File: config.mk
export PLATFORM = sky130hd
export DESIGN_NAME = fifo_rd_stream_adapter
export DESIGN_NICKNAME = d
export VERILOG_FILES = /design/src/rtl/fifo_rd_stream_adapter.sv
export SDC_FILE = /design/constraint.sdc
export NUM_CORES = 1
export LEC_CHECK = 0
export CAP_MARGIN = 20
export CORE_MARGIN = 3
export CORE_UTILIZATION = 35
export DETAILED_ROUTE_END_ITERATION = 16
export PLACE_DENSITY = 0.58
export SYNTH_ARGS = -nofsm -noshare
export SYNTH_HDL_FRONTEND = slang
export SYNTH_SLANG_ARGS = --single-unit
File: constraint.sdc
create_clock -name rd_clk -period 5.57 [get_ports rd_clk]
set_input_delay 0.8355 -clock rd_clk [delete_from_list [all_inputs] [get_ports rd_clk]]
set_output_delay 0.8355 -clock rd_clk [all_outputs]
set_load 0.05 [all_outputs]
File: src/rtl/fifo_rd_stream_adapter.sv
// Read-side front end for a synchronous block-RAM FIFO: issues rd_en, absorbs the fixed read
// latency in a small prefetch ring, and presents a valid/ready pixel stream with line markers.
module fifo_rd_stream_adapter #(
    parameter int DATA_WIDTH   = 24,
    parameter int RD_LATENCY   = 1,
    parameter int BUF_DEPTH    = 4,
    parameter int PIX_PER_LINE = 1920
) (
    input  logic                  rd_clk,
    input  logic                  rd_rst_n,
    output logic                  fifo_rd_en,
    input  logic [DATA_WIDTH-1:0] fifo_rd_data,
    input  logic                  fifo_rd_empty,
    input  logic                  flush,
    output logic                  m_valid,
    input  logic                  m_ready,
    output logic [DATA_WIDTH-1:0] m_data,
    output logic                  m_sol,
    output logic                  m_eol,
    output logic                  underrun_err
);

    localparam int PTR_W = $clog2(BUF_DEPTH);
    localparam int CNT_W = $clog2(BUF_DEPTH) + 1;
    localparam int SUM_W = CNT_W + 2;
    localparam logic [15:0] LAST_PIX = 16'(PIX_PER_LINE - 1);

    logic [DATA_WIDTH-1:0] mem_q [BUF_DEPTH];
    logic [PTR_W-1:0]      wr_ptr_q, wr_ptr_d;
    logic [PTR_W-1:0]      rd_ptr_q, rd_ptr_d;
    logic [CNT_W-1:0]      count_q, count_d;
    logic [CNT_W-1:0]      discard_q, discard_d;
    logic [RD_LATENCY-1:0] inflight_q, inflight_d;
    logic [15:0]           pix_cnt_q, pix_cnt_d;
    logic                  underrun_q, underrun_d;

    logic                  xfer;
    logic                  exit_bit;
    logic                  drop;
    logic                  push;
    logic [CNT_W-1:0]      occ_after_pop;
    logic [SUM_W-1:0]      pending;

    function automatic logic [CNT_W-1:0] popcount(input logic [RD_LATENCY-1:0] v);
        logic [CNT_W-1:0] n;
        n = '0;
        for (int i = 0; i < RD_LATENCY; i++) begin
            n = n + CNT_W'(v[i]);
        end
        return n;
    endfunction

    assign m_valid      = (count_q != '0);
    assign m_data       = m_valid ? mem_q[rd_ptr_q] : '0;
    assign m_sol        = m_valid && (pix_cnt_q == 16'd0);
    assign m_eol        = m_valid && (pix_cnt_q == LAST_PIX);
    assign underrun_err = underrun_q;

    always_comb begin
        xfer          = m_valid && m_ready;
        exit_bit      = inflight_q[RD_LATENCY-1];
        drop          = exit_bit && (discard_q != '0);
        // The word leaving the pipe during a flush is lost with the rest of the buffer.
        push          = exit_bit && !drop && !flush;
        occ_after_pop = count_q - CNT_W'(xfer);
        pending       = SUM_W'(occ_after_pop) + SUM_W'(popcount(inflight_q)) + SUM_W'(discard_q);
        // Gated by reset so no read can be issued while the tracking state is held cleared.
        fifo_rd_en    = rd_rst_n && !fifo_rd_empty && !flush && (pending < SUM_W'(BUF_DEPTH));

        inflight_d    = (inflight_q << 1) | RD_LATENCY'(fifo_rd_en);
        discard_d     = discard_q - CNT_W'(drop);
        if (flush) begin
            discard_d = discard_d + popcount(inflight_d);
        end

        count_d    = count_q + CNT_W'(push) - CNT_W'(xfer);
        wr_ptr_d   = wr_ptr_q + PTR_W'(push);
        rd_ptr_d   = rd_ptr_q + PTR_W'(xfer);
        pix_cnt_d  = pix_cnt_q;
        if (xfer) begin
            pix_cnt_d = (pix_cnt_q == LAST_PIX) ? 16'd0 : pix_cnt_q + 16'd1;
        end
        underrun_d = underrun_q || (m_ready && !m_valid && (pix_cnt_q != 16'd0));

        if (flush) begin
            count_d    = '0;
            wr_ptr_d   = '0;
            rd_ptr_d   = '0;
            pix_cnt_d  = 16'd0;
            underrun_d = 1'b0;
        end
    end

    always_ff @(posedge rd_clk or negedge rd_rst_n) begin
        if (!rd_rst_n) begin
            wr_ptr_q   <= '0;
            rd_ptr_q   <= '0;
            count_q    <= '0;
            discard_q  <= '0;
            inflight_q <= '0;
            pix_cnt_q  <= 16'd0;
            underrun_q <= 1'b0;
        end else begin
            wr_ptr_q   <= wr_ptr_d;
            rd_ptr_q   <= rd_ptr_d;
            count_q    <= count_d;
            discard_q  <= discard_d;
            inflight_q <= inflight_d;
            pix_cnt_q  <= pix_cnt_d;
            underrun_q <= underrun_d;
        end
    end

    // Pixel storage carries no reset; outputs are masked by m_valid instead.
    always_ff @(posedge rd_clk) begin
        if (push) begin
            mem_q[wr_ptr_q] <= fifo_rd_data;
        end
    end

endmodule

==> results of run 1 <==
## where the power goes
group / switching (mW) / internal [mW]
sequential: 0.0843 / 1.03
clock: 0.399 / 0.701
combinational: 0.598 / 0.407
total: 1.08 / 2.14
## how the worst max path moves through the flow
stage                        end  slack [ns]  cells after the start
finish                fifo_rd_en        0.50                     10
global route          fifo_rd_en        0.16                     10
CTS                   fifo_rd_en        0.45                     10
detailed placement    fifo_rd_en        0.71                     11
global placement      fifo_rd_en        0.79                     11
floorplan           discard_q[0]        0.43                     10
## through the flow
step	setup slack [ns]	instances
2_1_floorplan	0.4298	346
3_3_place_gp	0.7889	580
3_5_place_dp	0.7134	581
4_1_cts	0.4520	613
5_1_grt	0.1565	613
6_report	0.4985	613
## per-layer routing
layer / share of wire, % / track usage [%] / vias up
li1: - / - / 1461
met1: 45 / 17.85 / 1620
met2: 49 / 21.76 / 69
met3: 5.6 / 5.035 / 4
met4: 0.43 / 4.584 / 0
met5: 0 / 0 / -
## cell families after synthesis
group | Yosys count | share of synthesized area (%)
flops | 124 | 66.28
compound gates | 30 | 3.865
fa+ha+maj | 16 | 3.842
buf+inv | 37 | 2.870
mux | 25 | 10.21
simple gates | 104 | 11.32
xor+xnor | 10 | 1.620
## cells in the mapped netlist (2+ instances only)
cell      count
a21oi_1      12
and3_1        2
and4_1        2
buf_2         6
buf_4         2
clkbuf_1      6
dfrtp_1      28
edfxtp_1     96
ha_1         15
inv_1        21
mux4_2       24
nand2_1      17
nand2b_1      3
nand3_1       5
nand4_1       6
nor2_1       12
nor2b_1      29
nor3_1        6
nor4_1        4
o21ai_0       2
o31ai_1       2
o32ai_1       6
or2_2         2
or3_1         4
or4b_1        2
xnor2_1       5
xor2_1        5
## critical path, cell delays in order, from the launching register on
cell	delay, ns
dfrtp_1	0.45
o31ai_2	0.91
clkinv_2	0.41
ha_1	0.31
ha_1	0.18
xor2_1	0.14
ha_1	0.27
or4b_1	0.53
a2111oi_1	0.29
buf_4	0.20
buf_12	0.13
## flip-flops by register name, summed over array words and instances (netlist names)
register	count
count_q	3
mem_q	96
rd_ptr_q	2
discard_q	3
exit_bit	1
pix_cnt_q	16
wr_ptr_q	2
underrun_err	1
## cell type report
class	count	area [sq um]	share of cell area [%]
flip-flops and latches	124	3585	52.28
clock buffers	17	425.4	6.204
well taps	184	230.2	3.358
clock inverters	15	171.4	2.500
repair buffers	66	668.1	9.745
multi-input cells	185	1693	24.69
inverters	22	83.83	1.223
==> metrics.md, run 1 <==
| Metric | Value |
|---|---|
| Largest net degree at the start of global routing | `38` |
| Critical path class | `reg -> out` |
| Core ar. | `~15000 sq um` |
| Drt pass-1 iters | `4` |
| Rows | `44` |
| Post-synth EDFFs | `96` |
| TritonCTS clock tree | `built` |
| Post-CTS setup buffers | `0` |
| Initial Util | `36.51%` |
| Syn Inst Count | `346` |
| Die Area | `roughly 17000 sq um` |
| Setup TNS | `0 ns` |
| Resized Gates After CTS | `0` |
| Fmax | `approximately 0.20 GHz` |
| # DRC | `0` |
| Most common library cell in the layout ignoring fill and taps | `edfxtp_1` |
| First-pass GRT wire length | `17510 um` |
| DP Area | `around 6300 sq um` |
| Worst Setup SP | `count_q[2]` |
| Clock buffer depth | `2` |
| Critical Path AT | `4.24 ns` |
| Worst hold path class | `reg -> reg` |
| Max-cap viol count | `0` |
| Nets | `461` |
| WP data required | `4.73 ns` |
| Die height | `130.3 um` |
| VDD IR max | `0.0002543 V` |
| Most frequent cells in the layout | `96 x edfxtp_1, 56 x clkdlybuf4s50_1, 29 x nor2b_1` |
| Hold Path End | `underrun_err` |
| Max transition margin | `a little under a third` |
| Reg-to-Reg Start | `count_q[2]` |
| DR iter-0 viols | `~180` |
| Top cells by area, synth | `edfxtp_1 53%, dfrtp_1 13%, mux4_2 10%` |
| Final hold violations | `0` |
| DRT Wirelength | `10750 um` |
| GR Util All Layers | `about 14%` |
| Max-slew violations | `0` |
| Reg2Reg Depth | `13` |
| RSZ-0062 raised after global routing | `no` |
| Root buf cell | `clkbuf_16` |
| WHS Path Cells | `2` |
| Status | `completed` |
| Routed Antenna Nets | `0` |
| Syn. warnings | `0` |
| Antenna violations before repair | `0` |
| Syn_area_per_cell | `15.63 sq um` |
| Power Density | `470.0 nW/um^2` |
| Synthesized Nets | `between 300 and 400` |
| Crit end category | `output pin` |
| CTS buffer count | `17` |
| Static Leak | `2.447 nW` |
| Ys async rst share | `22.58%` |
| Final setup vio count | `0` |
| Cts hold-fix bufs | `0` |
| Total grt overflow | `0` |
| Setup slack, reg-to-reg | `1.26 ns` |
| Synth-to-Final Area Change | `26.82%` |
| Synth cell types | `49` |
| Vias in the first global route | `3295` |
| Final Power | `3.223 mW` |
| Io pins | `between 50 and 60` |
| Clk slew on worst S/H paths | `0.06 ns` |
| # clock sinks | `124` |
| Die width | `130.3 um` |
| Fill count | `about 1300` |
| Number of synthesized register bits | `124` |
| Period minus WS final | `5.071 ns` |
| Synthesized area | `5406 sq um` |
| DP Wirelength | `6561 um` |
| R2R Path End | `discard_q[1]` |
| Main synth FF type | `edfxtp_1` |
| Vias post-DR | `3154` |
| Hold path startpoint | `underrun_err` |
| Layout cells sized above 1 | `between 10% and 20%` |
| IO Port Bufs | `57` |
| Startpoint types | `register` |
| Tightest Pin Transition | `1.034 ns` |
| WHS | `0.5136 ns` |
| Final instance area | `6857 sq um` |
| Leading area contributor after synthesis | `edfxtp_1` |
| Fin Clk Skew | `0.006066 ns` |
| Register area share after synthesis | `66.28%` |
| Worst-path fanout max | `13` |
| DR WL/cell | `17.54 um` |
| Final Wtd Congestion | `0.8245` |
| Layout Utilization | `~46%` |
| CTS HTree Levels | `4` |
| Period utilization | `just over 90%` |
| Ant diodes | `0` |
| Worst-Skew Late Latency | `0.41 ns` |
| Yosys top cell area share | `roughly 53%` |
| Vias per cell | `5.145` |
Note: power is estimated with default switching activity, not from simulation.
==> run 2, diff against run 1 <==
DONT_BUFFER_PORTS = 1   (was unset)
PLACE_DENSITY = 0.53   (was 0.58)
clock period = 6.23 ns   (was 5.57 ns; I/O delays follow)
==> run 2 against run 1 <==
Core utilization decreased by 4.6 points. Global-route usage decreased by 0.30 points. Critical path depth is 1 lower. First-iteration DRC count grew 23%. Highest routed layer unchanged. Power decreased by 20%. Final cell count shrank 9.6%. Clock skew is 0.0021 ns higher.
==> metrics.md, run 2 (synthesis results as in run 1) <==
| Metric | Value |
|---|---|
| Reg2Reg Depth | `12` |
| Final Wtd Congestion | `0.7853` |
| GR Util All Layers | `13.53%` |
| Vias per cell | `5.200` |
| Ant diodes | `0` |
| Setup TNS | `0 ns` |
| Period utilization | `roughly 83%` |
| Vias post-DR | `2881` |
| Vias in the first global route | `3099` |
| Worst path depth | `9` |
| # DRC | `0` |
| Clock buffer depth | `2` |
| Biggest register | `mem_q` |
| Placed insts | `522` |
| Worst hold path class | `in -> async` |
| Period minus WS final | `5.147 ns` |
| Antenna violations before repair | `0` |
| Max reg flops | `96` |
| Crit path cell chain | `o31ai_2 -> clkinv_2 -> ha_1 -> ha_1 -> xor2_1 -> ha_1 -> or4b_1 -> a2111oi_2 -> buf_4` |
| Critical path's most frequent cell | `ha_1` |
| Sequential power share | `38.9%` |
| Power Density | `416.4 nW/um^2` |
| VDD IR max | `0.0002853 V` |
| Max-cap viol count | `0` |
| Status | `completed` |
| Drt pass-1 iters | `4` |
| Io pins | `58` |
| Static Leak | `~2.2 nW` |
| CP bufs+invs | `2` |
| Largest net degree at the start of global routing | `38` |
| Clk slew on worst S/H paths | `roughly 0.05 ns` |
| DP Wirelength | `6458 um` |
| Sw Pwr | `0.9298 mW` |
| Critical Path Max Stage Delay | `0.90 ns` |
| Worst-Skew Late Latency | `~0.41 ns` |
| Final hold violations | `0` |
| R2R Path End | `discard_q[1]` |
| DR iter-0 viols | `217` |
| Most frequent cells in the layout | `96 x edfxtp_1, 29 x nor2b_1, 27 x dfrtp_1` |
| WP data required | `~5.3 ns` |
| Critical path class | `reg -> out` |
| Internal | `1.643 mW` |
| Synth-to-Final Area Change | `14.26%` |
| DR WL/cell | `18.73 um` |
| Root buf cell | `clkbuf_16` |
| Fin Clk Skew | `0.008127 ns` |
| First-pass GRT wire length | `16870 um` |
| Tightest Pin Transition | `1.036 ns` |
| Worst-path fanout max | `13` |
| Cell Count, Final, Fillers Out | `554` |
| Top flop regs | `mem_q: 96 flops, pix_cnt_q: 16 flops` |
| Post-CTS setup buffers | `0` |
| TritonCTS clock tree | `built` |
| CP max-delay cell | `o31ai_2` |
| IO Port Bufs | `0` |
| Final setup vio count | `0` |
| End of the critical path | `fifo_rd_en` |
| DRT Wirelength | `10380 um` |
| Rows | `44` |
| Die height | `around 130 um` |
| Total grt overflow | `0` |
| CTS HTree Levels | `4` |
| WHS | `around 0.23 ns` |
| Crit path max-delay family | `compound AO/OA/AOI/OAI gates` |
| Core ar. | `14810 sq um` |
| Die width | `approximately 130 um` |
| # clock sinks | `124` |
| Resized Gates After CTS | `0` |
| Crit end category | `output pin` |
| Nets | `~400` |
| Startpoint types | `register` |
| Setup slack, reg-to-reg | `1.97 ns` |
| Most common library cell in the layout ignoring fill and taps | `edfxtp_1` |
| Max transition margin | `30.76%` |
| Layout cells sized above 1 | `20.00%` |
| Die Area | `16970 sq um` |
| Switching Fraction | `36.14%` |
| Cts hold-fix bufs | `0` |
| Routed Antenna Nets | `0` |
| Initial Util | `36.51%` |
| Critical Path AT | `about 4.2 ns` |
| Comb pwr share | `27.8%` |
| Reg-to-Reg Start | `count_q[2]` |
| Fmax | `0.1943 GHz` |
| Max-slew violations | `0` |
| CTS buffer count | `17` |
| RSZ-0062 raised after global routing | `no` |
| Worst Setup SP | `count_q[2]` |
| Clock Power Share | `33.3%` |
==> run 2: final cells by class <==
cell class / instances / area [sq um]
fillers: 1327 / 8632
inverters: 22 / 83.83
clock buffers: 17 / 425.4
multi-input cells: 185 / 1698
clock inverters: 15 / 102.6
well taps: 184 / 230.2
repair buffers: 7 / 52.55
flip-flops and latches: 124 / 3585
==> run 2: layer usage <==
layer / vias to the layer above / track usage [%] / wire length (um)
li1: 1344 / - / -
met1: 1479 / 16.09 / 4358
met2: 53 / 21.79 / 5208
met3: 5 / 6.386 / 723
met4: 0 / 4.401 / 88
met5: - / 0 / 0
==> run 2: how the worst min path moves through the flow <==
stage	startpoint	to	slack [ns]	depth (start not counted)
after global routing	rd_rst_n	exit_bit	0.19	0
after global placement	pix_cnt_q[0]	pix_cnt_q[0]	0.57	2
after floorplan	pix_cnt_q[10]	pix_cnt_q[10]	0.52	1
after CTS	rd_rst_n	exit_bit	0.20	0
after detailed placement	pix_cnt_q[13]	pix_cnt_q[13]	0.57	2
final	rd_rst_n	discard_q[2]	0.23	0
==> run 2: power by group through the flow <==
stage	Clock (mW)	Combinational (mW)	Sequential (mW)
6_report	0.857	0.714	1.00
5_1_grt	0.927	0.773	1.02
4_1_cts	0.882	0.735	1.01
3_5_place_dp	0	0.732	1.03
3_3_place_gp	0	0.729	1.02
2_1_floorplan	0	0.664	0.966
==> run 2: worst reg2reg max path, cell delays in order, from the launching register on <==
cell and delay, ns:
dfrtp_1 0.45, o31ai_2 0.91, clkinv_2 0.41, ha_1 0.31, ha_1 0.18, xor2_1 0.14
ha_1 0.27, or4b_1 0.51, a2111oi_2 0.35, ha_1 0.24, ha_1 0.22, nand2_1 0.06
o21ai_0 0.08
==> run 2: metrics by stage <==
stage          total power [mW]  area (sq um)  setup slack (ns)  utilization [%]
2_1_floorplan             1.631          5406            0.1692                -
6_report                  2.572          6177             1.083            41.71
4_1_cts                   2.625          6177            0.9895            41.71
3_5_place_dp              1.757          5649             1.442            38.15
5_1_grt                   2.717          6177            0.7584            41.71
3_3_place_gp              1.754          5649             1.493            38.15
==> run 3, diff against run 2 <==
PLACE_DENSITY = 0.55   (was 0.53)
clock period = 4.5 ns   (was 6.23 ns; I/O delays follow)
==> run 3 against run 2 <==
Die area did not move. Global-route usage rose by 0.35 points. Register-to-register slack got worse by 0.93 ns. Highest routed layer unchanged. Routed wire length rose by 2.0%.
==> metrics.md, run 3 (synthesis results as in run 1) <==
| Metric | Value |
|---|---|
| DR top layer | `met4` |
| Clock buffer depth | `2` |
| IO Port Bufs | `0` |
| Static Leak | `2.199 nW` |
| DRT Wirelength | `approximately 11000 um` |
| Final hold violations | `0` |
| Power Density | `589.4 nW/um^2` |
| CTS buffer count | `17` |
| Status | `completed` |
| Tightest Pin Transition | `1.034 ns` |
| First-pass GRT wire length | `17270 um` |
| Met1 WL | `4360 um` |
| TritonCTS clock tree | `built` |
| Core ar. | `14810 sq um` |
| Vias in the first global route | `3121` |
| Synth-to-Final Area Change | `15.51%` |
| DR WL/cell | `between 15 and 20 um` |
| Layout cells sized above 1 | `20.70%` |
| Most common library cell in the layout ignoring fill and taps | `edfxtp_1` |
| WL met3 | `about 900 um` |
| Sequential power share | `a little under two fifths` |
| Max transition margin | `between 30% and 40%` |
| RSZ-0062 raised after global routing | `no` |
| Routed Antenna Nets | `0` |
| Sw Pwr | `1.329 mW` |
| Worst hold path class | `in -> async` |
| Root buf cell | `clkbuf_16` |
| Die width | `about 130 um` |
| Fin Clk Skew | `0.007263 ns` |
| GR Util All Layers | `about 14%` |
| Final instance area | `6245 sq um` |
| Switching Fraction | `36.10%` |
| Layout Utilization | `42.17%` |
| Die height | `roughly 130 um` |
| WP data required | `3.83 ns` |
| Die Area | `between 15000 and 20000 sq um` |
| Final Wtd Congestion | `0.8261` |
| # clock sinks | `124` |
| Max-cap viol count | `0` |
| Rows | `44` |
| Fmax | `0.2567 GHz` |
| Largest net degree at the start of global routing | `38` |
| Met2 Wirelength | `approximately 5200 um` |
| Antenna violations before repair | `0` |
| Biggest register | `mem_q` |
| Setup TNS | `0 ns` |
| # DRC | `0` |
| Clock Power Share | `34.4%` |
| Ant diodes | `0` |
| DP Wirelength | `~6500 um` |
| Drt pass-1 iters | `4` |
| WHS | `between 0.08 and 0.09 ns` |
| DP Area | `5674 sq um` |
| Period minus WS final | `between 3 and 4 ns` |
| Clk slew on worst S/H paths | `0.06 ns` |
| Crit end category | `output pin` |
| Initial Util | `36.51%` |
| Vias per cell | `roughly 5.2` |
| Most frequent cells in the layout | `96 x edfxtp_1, 29 x nor2b_1, 27 x dfrtp_1` |
| Startpoint types | `register` |
| Post-CTS setup buffers | `0` |
| Critical Path AT | `3.22 ns` |
| Fill count | `1315` |
| Comb pwr share | `27.5%` |
| Worst-Skew Late Latency | `between 0.4 and 0.5 ns` |
| Max reg flops | `96` |
| Final setup vio count | `0` |
| Io pins | `58` |
| Vias post-DR | `2898` |
| Critical path class | `reg -> out` |
| Max-slew violations | `0` |
| Internal | `2.352 mW` |
| Worst-path fanout max | `13` |
| Top flop regs | `mem_q: 96 flops, pix_cnt_q: 16 flops` |
| DR iter-0 viols | `~180` |
| VDD IR max | `between 0.0003 and 0.0004 V` |
| Period utilization | `86.56%` |
| Nets | `roughly 400` |
| Total grt overflow | `0` |
| CTS HTree Levels | `4` |
==> run 3: power groups by stage <==
| stage | combinational (mW) | clock [mW] | sequential (mW) |
|---|---|---|---|
| floorplan | 0.929 | 0 | 1.34 |
| global placement | 1.01 | 0 | 1.43 |
| detailed placement | 1.02 | 0 | 1.43 |
| CTS | 1.04 | 1.30 | 1.41 |
| global route | 1.09 | 1.35 | 1.42 |
| finish | 1.01 | 1.27 | 1.40 |
==> run 3: critical path, cell delays in order, from the launching register on <==
cell	delay [ns]
dfrtp_1	0.45
o31ai_2	0.26
buf_4	0.24
clkinv_2	0.08
ha_1	0.18
ha_1	0.18
xor2_1	0.14
ha_1	0.27
or4b_1	0.54
a2111oi_4	0.20
buf_4	0.26
==> run 3: metal layers <==
layer	GRT usage (%)	up-vias
met3	6.836	8
li1	-	1334
met2	21.67	67
met5	0	-
met1	16.59	1489
met4	5.318	0
==> run 3: final timing paths <==
check / start / endpoint / slack, ns / depth (start not counted)
max in group asynchronous: rd_rst_n / rd_ptr_q[0] / 4.25 / 1
worst max register to register: count_q[2] / discard_q[1] / 1.04 / 14
worst min-delay path: rd_rst_n / exit_bit / 0.08 / 1
worst min register to register: pix_cnt_q[0] / pix_cnt_q[0] / 0.57 / 2
worst max-delay path: count_q[2] / fifo_rd_en / 0.60 / 10
min in group rd_clk: flush / count_q[1] / 0.32 / 1
==> run 3: what timing repair did <==
action                                  CTS  global route
endpoints found under the setup margin    0             0
gates resized for setup                   0             0
hold buffers                              1             0
endpoints found under the hold margin    28             0
==> run 3: layout make-up <==
cell class	instances	area [sq um]	share of cell area (%)
sequential	124	3585	57.40
clock inverter	13	117.6	1.883
tap	184	230.2	3.687
timing repair buffer	9	80.08	1.282
multi-input combinational	185	1715	27.47
inverter	22	83.83	1.342
clock buffer	19	432.9	6.932
==> run 3: through the flow <==
step	std cells	power [mW]	setup WS, ns
2_1_floorplan	346	2.267	0.3430
3_3_place_gp	523	2.445	1.030
3_5_place_dp	523	2.455	1.009
4_1_cts	556	3.744	0.5767
5_1_grt	556	3.867	0.4534
6_report	556	3.681	0.6046
